## src/rtl/trap_ctrl.sv

```systemverilog
// trap_ctrl: machine-mode trap/MRET sequencer that owns the CSR write port while
// recording MEPC/MCAUSE/MTVAL, then fetches MTVEC (or MEPC) and redirects fetch.
`default_nettype none

module trap_ctrl #(
  parameter int CAUSE_W     = 4,
  parameter bit VECTORED_EN = 1'b1
) (
  input  logic               i_clk,
  input  logic               i_rst,
  input  logic               i_exc_valid,
  input  logic               i_exc_is_irq,
  input  logic [CAUSE_W-1:0] i_exc_cause,
  input  logic [31:0]        i_exc_pc,
  input  logic [31:0]        i_exc_tval,
  input  logic               i_mret,
  output logic               o_accept,
  output logic               o_busy,
  output logic               o_flush,
  output logic               o_redirect_valid,
  output logic [31:0]        o_redirect_pc,
  output logic               o_csr_own,
  output logic [11:0]        o_csr_addr,
  output logic [31:0]        o_csr_data,
  output logic [3:0]         o_csr_funct3,
  output logic               o_csr_we,
  output logic               o_csr_re,
  input  logic [31:0]        i_csr_rdata
);

  typedef enum logic [2:0] {
    IDLE     = 3'd0,
    WR_EPC   = 3'd1,
    WR_CAUSE = 3'd2,
    WR_TVAL  = 3'd3,
    RD_VEC   = 3'd4,
    RD_EPC   = 3'd5,
    REDIR    = 3'd6
  } state_t;

  state_t               state, state_nxt;
  logic [31:2]          pc_q;
  logic [31:0]          tval_q;
  logic [CAUSE_W-1:0]   cause_q;
  logic                 irq_q;
  logic [31:0]          target_q;
  logic [31:0]          rd_base;
  logic [31:0]          vec_target;

  assign rd_base = {i_csr_rdata[31:2], 2'b00};

  // Vectored mode only applies to interrupts; the sum wraps modulo 2^32.
  always_comb begin
    vec_target = rd_base;
    if (VECTORED_EN && irq_q && (i_csr_rdata[1:0] == 2'b01))
      vec_target = rd_base + ({{(32-CAUSE_W){1'b0}}, cause_q} << 2);
  end

  always_ff @(posedge i_clk or negedge i_rst) begin
    if (!i_rst) begin
      state    <= IDLE;
      pc_q     <= '0;
      tval_q   <= '0;
      cause_q  <= '0;
      irq_q    <= 1'b0;
      target_q <= '0;
    end else begin
      state <= state_nxt;
      if ((state == IDLE) && i_exc_valid) begin
        pc_q    <= i_exc_pc[31:2];
        tval_q  <= i_exc_tval;
        cause_q <= i_exc_cause;
        irq_q   <= i_exc_is_irq;
      end
      if (state == RD_VEC)
        target_q <= vec_target;
      else if (state == RD_EPC)
        target_q <= rd_base;
    end
  end

  assign o_redirect_pc = target_q;
  assign o_csr_funct3  = 4'b0001;

  always_comb begin
    state_nxt        = state;
    o_accept         = 1'b0;
    o_flush          = 1'b0;
    o_busy           = 1'b1;
    o_csr_own        = 1'b1;
    o_csr_addr       = 12'h000;
    o_csr_data       = 32'h0;
    o_csr_we         = 1'b0;
    o_csr_re         = 1'b0;
    o_redirect_valid = 1'b0;
    case (state)
      IDLE: begin
        o_busy    = 1'b0;
        o_csr_own = 1'b0;
        // Gated by reset so the handshake drops the moment reset asserts.
        o_accept  = i_rst & (i_exc_valid | i_mret);
        o_flush   = o_accept;
        if (i_exc_valid)
          state_nxt = WR_EPC;
        else if (i_mret)
          state_nxt = RD_EPC;
      end
      WR_EPC: begin
        o_csr_addr = 12'h341;
        o_csr_data = {pc_q, 2'b00};
        o_csr_we   = 1'b1;
        state_nxt  = WR_CAUSE;
      end
      WR_CAUSE: begin
        o_csr_addr = 12'h342;
        o_csr_data = {irq_q, {(31-CAUSE_W){1'b0}}, cause_q};
        o_csr_we   = 1'b1;
        state_nxt  = WR_TVAL;
      end
      WR_TVAL: begin
        o_csr_addr = 12'h343;
        o_csr_data = tval_q;
        o_csr_we   = 1'b1;
        state_nxt  = RD_VEC;
      end
      RD_VEC: begin
        o_csr_addr = 12'h305;
        o_csr_re   = 1'b1;
        state_nxt  = REDIR;
      end
      RD_EPC: begin
        o_csr_addr = 12'h341;
        o_csr_re   = 1'b1;
        state_nxt  = REDIR;
      end
      REDIR: begin
        o_redirect_valid = 1'b1;
        state_nxt        = IDLE;
      end
      default: state_nxt = IDLE;
    endcase
  end

endmodule

`default_nettype wire

```

## config.mk

```make
export PLATFORM = sky130hd
export DESIGN_NAME = trap_ctrl
export DESIGN_NICKNAME = d
export VERILOG_FILES = /design/src/rtl/trap_ctrl.sv
export SDC_FILE = /design/constraint.sdc
export NUM_CORES = 1
export LEC_CHECK = 0
export ABC_AREA = 1
export BUFFER_PORTS_ARGS = -buffer_cell sky130_fd_sc_hd__buf_4
export CAP_MARGIN = 10
export CORE_AREA = 3 3 83 164
export DETAILED_ROUTE_END_ITERATION = 7
export DIE_AREA = 0 0 86 167
export PLACE_DENSITY_LB_ADDON = 0.15
export RECOVER_POWER = 100
export SYNTH_ARGS = -nofsm -noshare
export SYNTH_HDL_FRONTEND = slang
export SYNTH_SLANG_ARGS = --single-unit
```

## constraint.sdc

```tcl
create_clock -name i_clk -period 1.8 [get_ports i_clk]
set_clock_uncertainty 0.1 [all_clocks]
set_input_delay 0.36 -clock i_clk [delete_from_list [all_inputs] [get_ports i_clk]]
set_output_delay 0.36 -clock i_clk [all_outputs]
set_load 0.03 [all_outputs]
```

## Word-level counts from Yosys, hierarchy flattened

Index checks and enable logic that the tools add are counted.

| word-level totals | value |
|---|---|
| memory bits (writable) | 0 |
| output and inout bits | 87 |
| memory bits (read-only) | 0 |
| register bits after elaboration | 102 |
| logic and storage cells | 37 |
| bits in latches | 0 |
| input bits | 105 |
| memories | 0 |

| cells by class | value |
|---|---|
| divide/modulo/power cells | 0 |
| reductions and logical operators | 7 |
| equality and inequality tests | 8 |
| add/sub/neg operators | 1 |
| multipliers | 0 |
| muxes and demuxes | 13 |
| bitwise gates (word level) | 2 |
| magnitude comparators | 0 |
| shift-type cells | 0 |

Operator list:

| kind | number |
|---|---|
| 32-bit two-way mux | 3 |
| 32-bit one-hot mux with 3 select lines | 1 |
| 10-bit one-hot mux with 4 select lines | 1 |
| 32-bit by 6-bit adder with 32-bit output | 1 |
| 3-bit one-hot mux with 5 select lines | 1 |
| 3-bit == test (second input constant) | 3 |
| 3-bit by 2-bit == test with 1-bit output (second input constant) | 2 |
| 3-bit two-way mux | 2 |
| 1-bit two-way mux | 5 |
| 2-bit OR reduction | 2 |
| 3-bit by 1-bit == test with 1-bit output (second input constant) | 1 |
| 3-bit logical NOT | 1 |
| 3-bit inequality test (second input constant) | 1 |
| 3-bit OR reduction | 1 |
| 2-bit by 1-bit == test with 1-bit output (second input constant) | 1 |
| 1-bit logical AND | 2 |
| 2-bit nonzero test | 1 |
| 1-bit AND | 1 |
| 1-bit bitwise OR | 1 |

## Depth between registers and ports, before layout

| depth | value |
|---|---|
| depth in word-level cells | 4 |
| gate-level depth with buffers | 11 |

## Worst setup path after synthesis

OpenSTA, ideal clock, no wires.

| path | value |
|---|---|
| kind | register to output |
| start point | register state[2] |
| end point | output port o_csr_addr[9] |
| path buffers | 3 |
| slack | -0.477 ns |
| arrival | 1.817 ns |
| stages on the path, launching flop included | 8 |
| data required time | 1.340 ns |
| path through | dfrtp_1 -> buf_2 -> inv_1 -> nor2_2 -> inv_1 -> clkbuf_1 -> o21ai_0 -> buf_4 |

| between the ends | value |
|---|---|
| longest elaborated chain between the ends | 3 |
| elaborated cells between the ends (all ways) | 7 |

RTL lines:

| element | RTL line | RTL |
|---|---|---|
| start, declared | 41 | `state_t state, state_nxt;` |
| start signal, assigned | 68 | `state <= state_nxt;` |
| 3-bit == test / 3-bit by 1-bit == test with 1-bit output (equally long branches) | 96 | `case (state)` |
| 2-bit OR reduction (no source line) | n/a |  |
| 10-bit one-hot mux with 4 select lines (*) | 96 |  |
| end, declared | 23 | `output logic [11:0] o_csr_addr,` |

Mark *: on every way between the ends. The rest lies on a longest branch, timed or not.

## Final worst setup path

| path | value |
|---|---|
| start point | register state[2] |
| end point | output port o_csr_data[3] |

| between the ends | value |
|---|---|
| longest elaborated chain between the ends | 2 |
| elaborated cells between the ends (all ways) | 4 |

RTL lines:

| element | RTL line | RTL |
|---|---|---|
| 3-bit by 2-bit == test with 1-bit output / 3-bit by 1-bit == test with 1-bit output (equally long branches) | 96 |  |
| 32-bit one-hot mux with 3 select lines (*) | 96 |  |
| end, declared | 24 | `output logic [31:0] o_csr_data,` |

Marks and branches as above.

==> results.json <==
{
  "timing.slew.headroom_pct": 6.31,
  "ys_seq_elements": 100,
  "ff2ff_setup_slack_ns": -0.17,
  "hpwl_mm": 11.9,
  "synth_compound_area_share_pct": 12.7,
  "post-route-min-period_ns": 2.04,
  "grt_pass1_vias": 5423,
  "hp-class": "in2reg",
  "start_util_pct": 41.5,
  "area_delta_synth_final_pct": 67.3,
  "internal_power_uw": 8390,
  "post-route-util_pct": 69.5,
  "grt_overflow": 0,
  "diodes": 0,
  "pwr-share-comb_pct": 62.1,
  "synth-seq-area-share_pct": 48.0,
  "fin_nets": 1002,
  "place_inst": 993,
  "route.detailed.drc": 0,
  "arrival_ns": 1.58,
  "m1WireLength_mm": 6.17,
  "rows": 58,
  "finalHoldViolCount": 0,
  "routabilityCongestion": 0.892,
  "finalMaxSlewViolations": 0,
  "htree_levels": 3,
  "clk_path_buf_depth": 2,
  "violations": "setup timing",
  "synthSimpleGateAreaFrac_pct": 23.5,
  "synth.distinct_cells": 40,
  "antenna_found_initial": 0,
  "synthAdderAreaFrac_pct": 1.34,
  "cts_inserted_buffers": 9,
  "via_count": 5364,
  "vdd_drop_max_uv": 1160,
  "worst_ep_required_time_ns": 1.34,
  "p_switching_uw": 6940,
  "synthesis.instances": 657,
  "die_x_um": 86,
  "cp_max_fo": 13,
  "drive_above_1_share_pct": 42.1,
  "synthXorXnorAreaFrac_pct": 1.34,
  "dr.first_iter.drc_count": 222,
  "dieArea_um2": 14400,
  "power_frac_clock_pct": 12.8,
  "synth_top_family_by_area": "simple AND/OR/NAND/NOR gates",
  "yosys_warnings": 0,
  "timing.fmax_mhz": 490,
  "power.leakage_uw": 0.00405,
  "p_sw_share_pct": 45.3,
  "fin_cells": 1046,
  "tightest_slew_ns": 1.41,
  "cts.sinks": 100,
  "die_h_um": 167,
  "dr.pass1.iters": 5,
  "wl_met2_mm": 10.3,
  "root_buffer": "clkbuf_16",
  "preCtsSetupSlack_ns": -0.283,
  "grt.total_usage_pct": 22.6,
  "syn_area_um2": 5220,
  "setup_ws_ns": -0.243,
  "wl_per_cell_um": 17.2,
  "clk_pin_slew_ns": 0.07,
  "muxShareOfSynthArea_pct": 0.648,
  "port-buffer-count": 177,
  "rsz0062_at_grt": "true",
  "ant_nets": 0,
  "powerDensity_nw_per_um2": 1760,
  "cts_tree": "yes",
  "grt_pass1_wl_mm": 25.7,
  "outcome": "finished, violations left",
  "insertion_delay_ns": 0.35,
  "highest_layer": "met4",
  "post-route-period-util_pct": 113,
  "maxCapViolCount": 0,
  "route.met3.wl_um": 983,
  "start_kind": "flip-flop",
  "seq_power_share_pct": 25.1,
  "grt_max_degree": 101,
  "ios": 192,
  "setup_violations": 137,
  "wirelength_mm": 18.0,
  "fillCellCount": 966,
  "syn_area_per_cell_um2": 7.94,
  "via_per_inst": 5.13,
  "path_class": "reg2out",
  "endpoint_kind": "output port",
  "core_area_um2": 12600
}
==> Yosys cell counts (all sizes together) <==
library cell / n / share of area (%)
xnor2: 4 / 0.67
o211ai: 1 / 0.14
o22ai: 29 / 3.5
nor2: 28 / 3.1
ha: 4 / 0.96
dfrtp: 100 / 48
inv: 100 / 7.2
buf: 32 / 4.3
nor3: 16 / 1.7
nor4: 1 / 0.12
o21ai: 79 / 7.6
or2: 2 / 0.24
nand3b: 1 / 0.14
xor2: 4 / 0.67
mux2: 3 / 0.65
o21bai: 2 / 0.29
o221ai: 4 / 0.67
nand2: 178 / 13
o31ai: 1 / 0.14
a21oi: 3 / 0.29
conb: 2 / 0.14
clkbuf: 11 / 0.79
nand3: 42 / 4.1
fa: 1 / 0.38
and2: 1 / 0.12
nand4: 7 / 0.84
a31oi: 1 / 0.12
==> worst max-delay path, stage by stage (launching register included) <==
cell and delay [ns]:
dfrtp_1 0.41, inv_2 0.13, nand3_4 0.14, buf_12 0.20
o221ai_4 0.17, buf_6 0.16
==> power groups by stage <==
stage	logic, uW	registers, uW	clock network, uW
after floorplan	4680	4410	0
after global routing	10200	3940	2090
after CTS	8550	3830	1990
after detailed placement	7890	3860	0
after global placement	7720	3820	0
final	9530	3840	1960
==> cell type report <==
cell class / instances / area, um^2 / share of cell area [%]
Sequential cell: 100 / 2500 / 28.7
Inverter: 100 / 380 / 4.36
Clock inverter: 6 / 65.1 / 0.746
Clock buffer: 9 / 225 / 2.58
Multi-Input combinational cell: 424 / 2960 / 33.9
Timing Repair Buffer: 257 / 2400 / 27.5
Tap cell: 150 / 188 / 2.15
==> metal layers <==
metal | up-vias | global-route usage, %
met1 | 2578 | 23.8
li1 | 2555 | -
met5 | - | 0
met4 | 0 | 9.79
met3 | 38 | 5.20
met2 | 193 | 41.5
==> through the flow <==
stage / total power (uW) / hold slack (ns) / TNS, ns / cell area [um^2]
after floorplan: 9090 / -0.0356 / -0.969 / 5770
after global placement: 11500 / 0.368 / -3.09 / 7390
after detailed placement: 11700 / 0.367 / -4.14 / 7390
after CTS: 14400 / 0.0537 / -11.57 / 8070
after global routing: 16200 / 0.112 / -37.76 / 8730
final: 15300 / 0.110 / -16.89 / 8730
==> sequential cells by signal, summed over array words and instances (netlist names) <==
| signal | cells |
|---|---|
| tval_q | 32 |
| irq_q | 1 |
| o_redirect_pc | 30 |
| pc_q | 30 |
| cause_q | 4 |
| state | 3 |
==> path summary, 6_finish.rpt <==
path	startpoint	endpoint	depth (start not counted)
max	state[2]$_DFFE_PN0P_	o_csr_data[3]	5
max in group asynchronous	i_rst	state[1]$_DFFE_PN0P_	2
min reg2reg	o_redirect_pc[4]$_DFFE_PN0P_	o_redirect_pc[4]$_DFFE_PN0P_	2
min	i_exc_pc[27]	pc_q[27]$_DFFE_PN0P_	3
min in group asynchronous	i_rst	o_redirect_pc[9]$_DFFE_PN0P_	2
max reg2reg	state[0]$_DFFE_PN0P_	tval_q[28]$_DFFE_PN0P_	11
==> kinds of logic (layout without fill, tap and decap cells) <==
| logic type | after synthesis | count (layout) |
|---|---|---|
| and+or+nand+nor | 276 | 276 |
| AOI/OAI and AO/OA | 120 | 120 |
| other | 2 | 12 |
| adders and majority gates | 5 | 5 |
| DFF | 100 | 100 |
| muxes | 3 | 3 |
| buffers and inverters | 143 | 372 |
| xor gates and xnor gates | 8 | 8 |
==> cells in the final DEF, fill, tap and decap left out, types with 5 or more instances in the layout <==
cell and n:
o21ai_0 12, dfrtp_1 98, o21ai_1 55, o21ai_2 11
nor2_1 13, conb_1 12, nand2_2 15, nand3_2 13
buf_4 153, nand4_1 7, nand3_1 23, o22ai_4 29
nor3_1 13, nand2_1 155, buf_6 57, clkbuf_16 19
buf_12 7, inv_2 6, clkbuf_1 22, nand3_4 6
buf_8 5, nand2_4 6, inv_1 92, nor2_4 12
==> what timing repair did <==
item,in CTS,in global routing
hold buffers,0,0
gates cloned,0,16
endpoints found under the hold margin,0,0
buffers inserted,13,10
setup endpoints to repair,64,141
pin swaps,21,32
resized for setup,72,131
(Power assumes the default switching activity.)
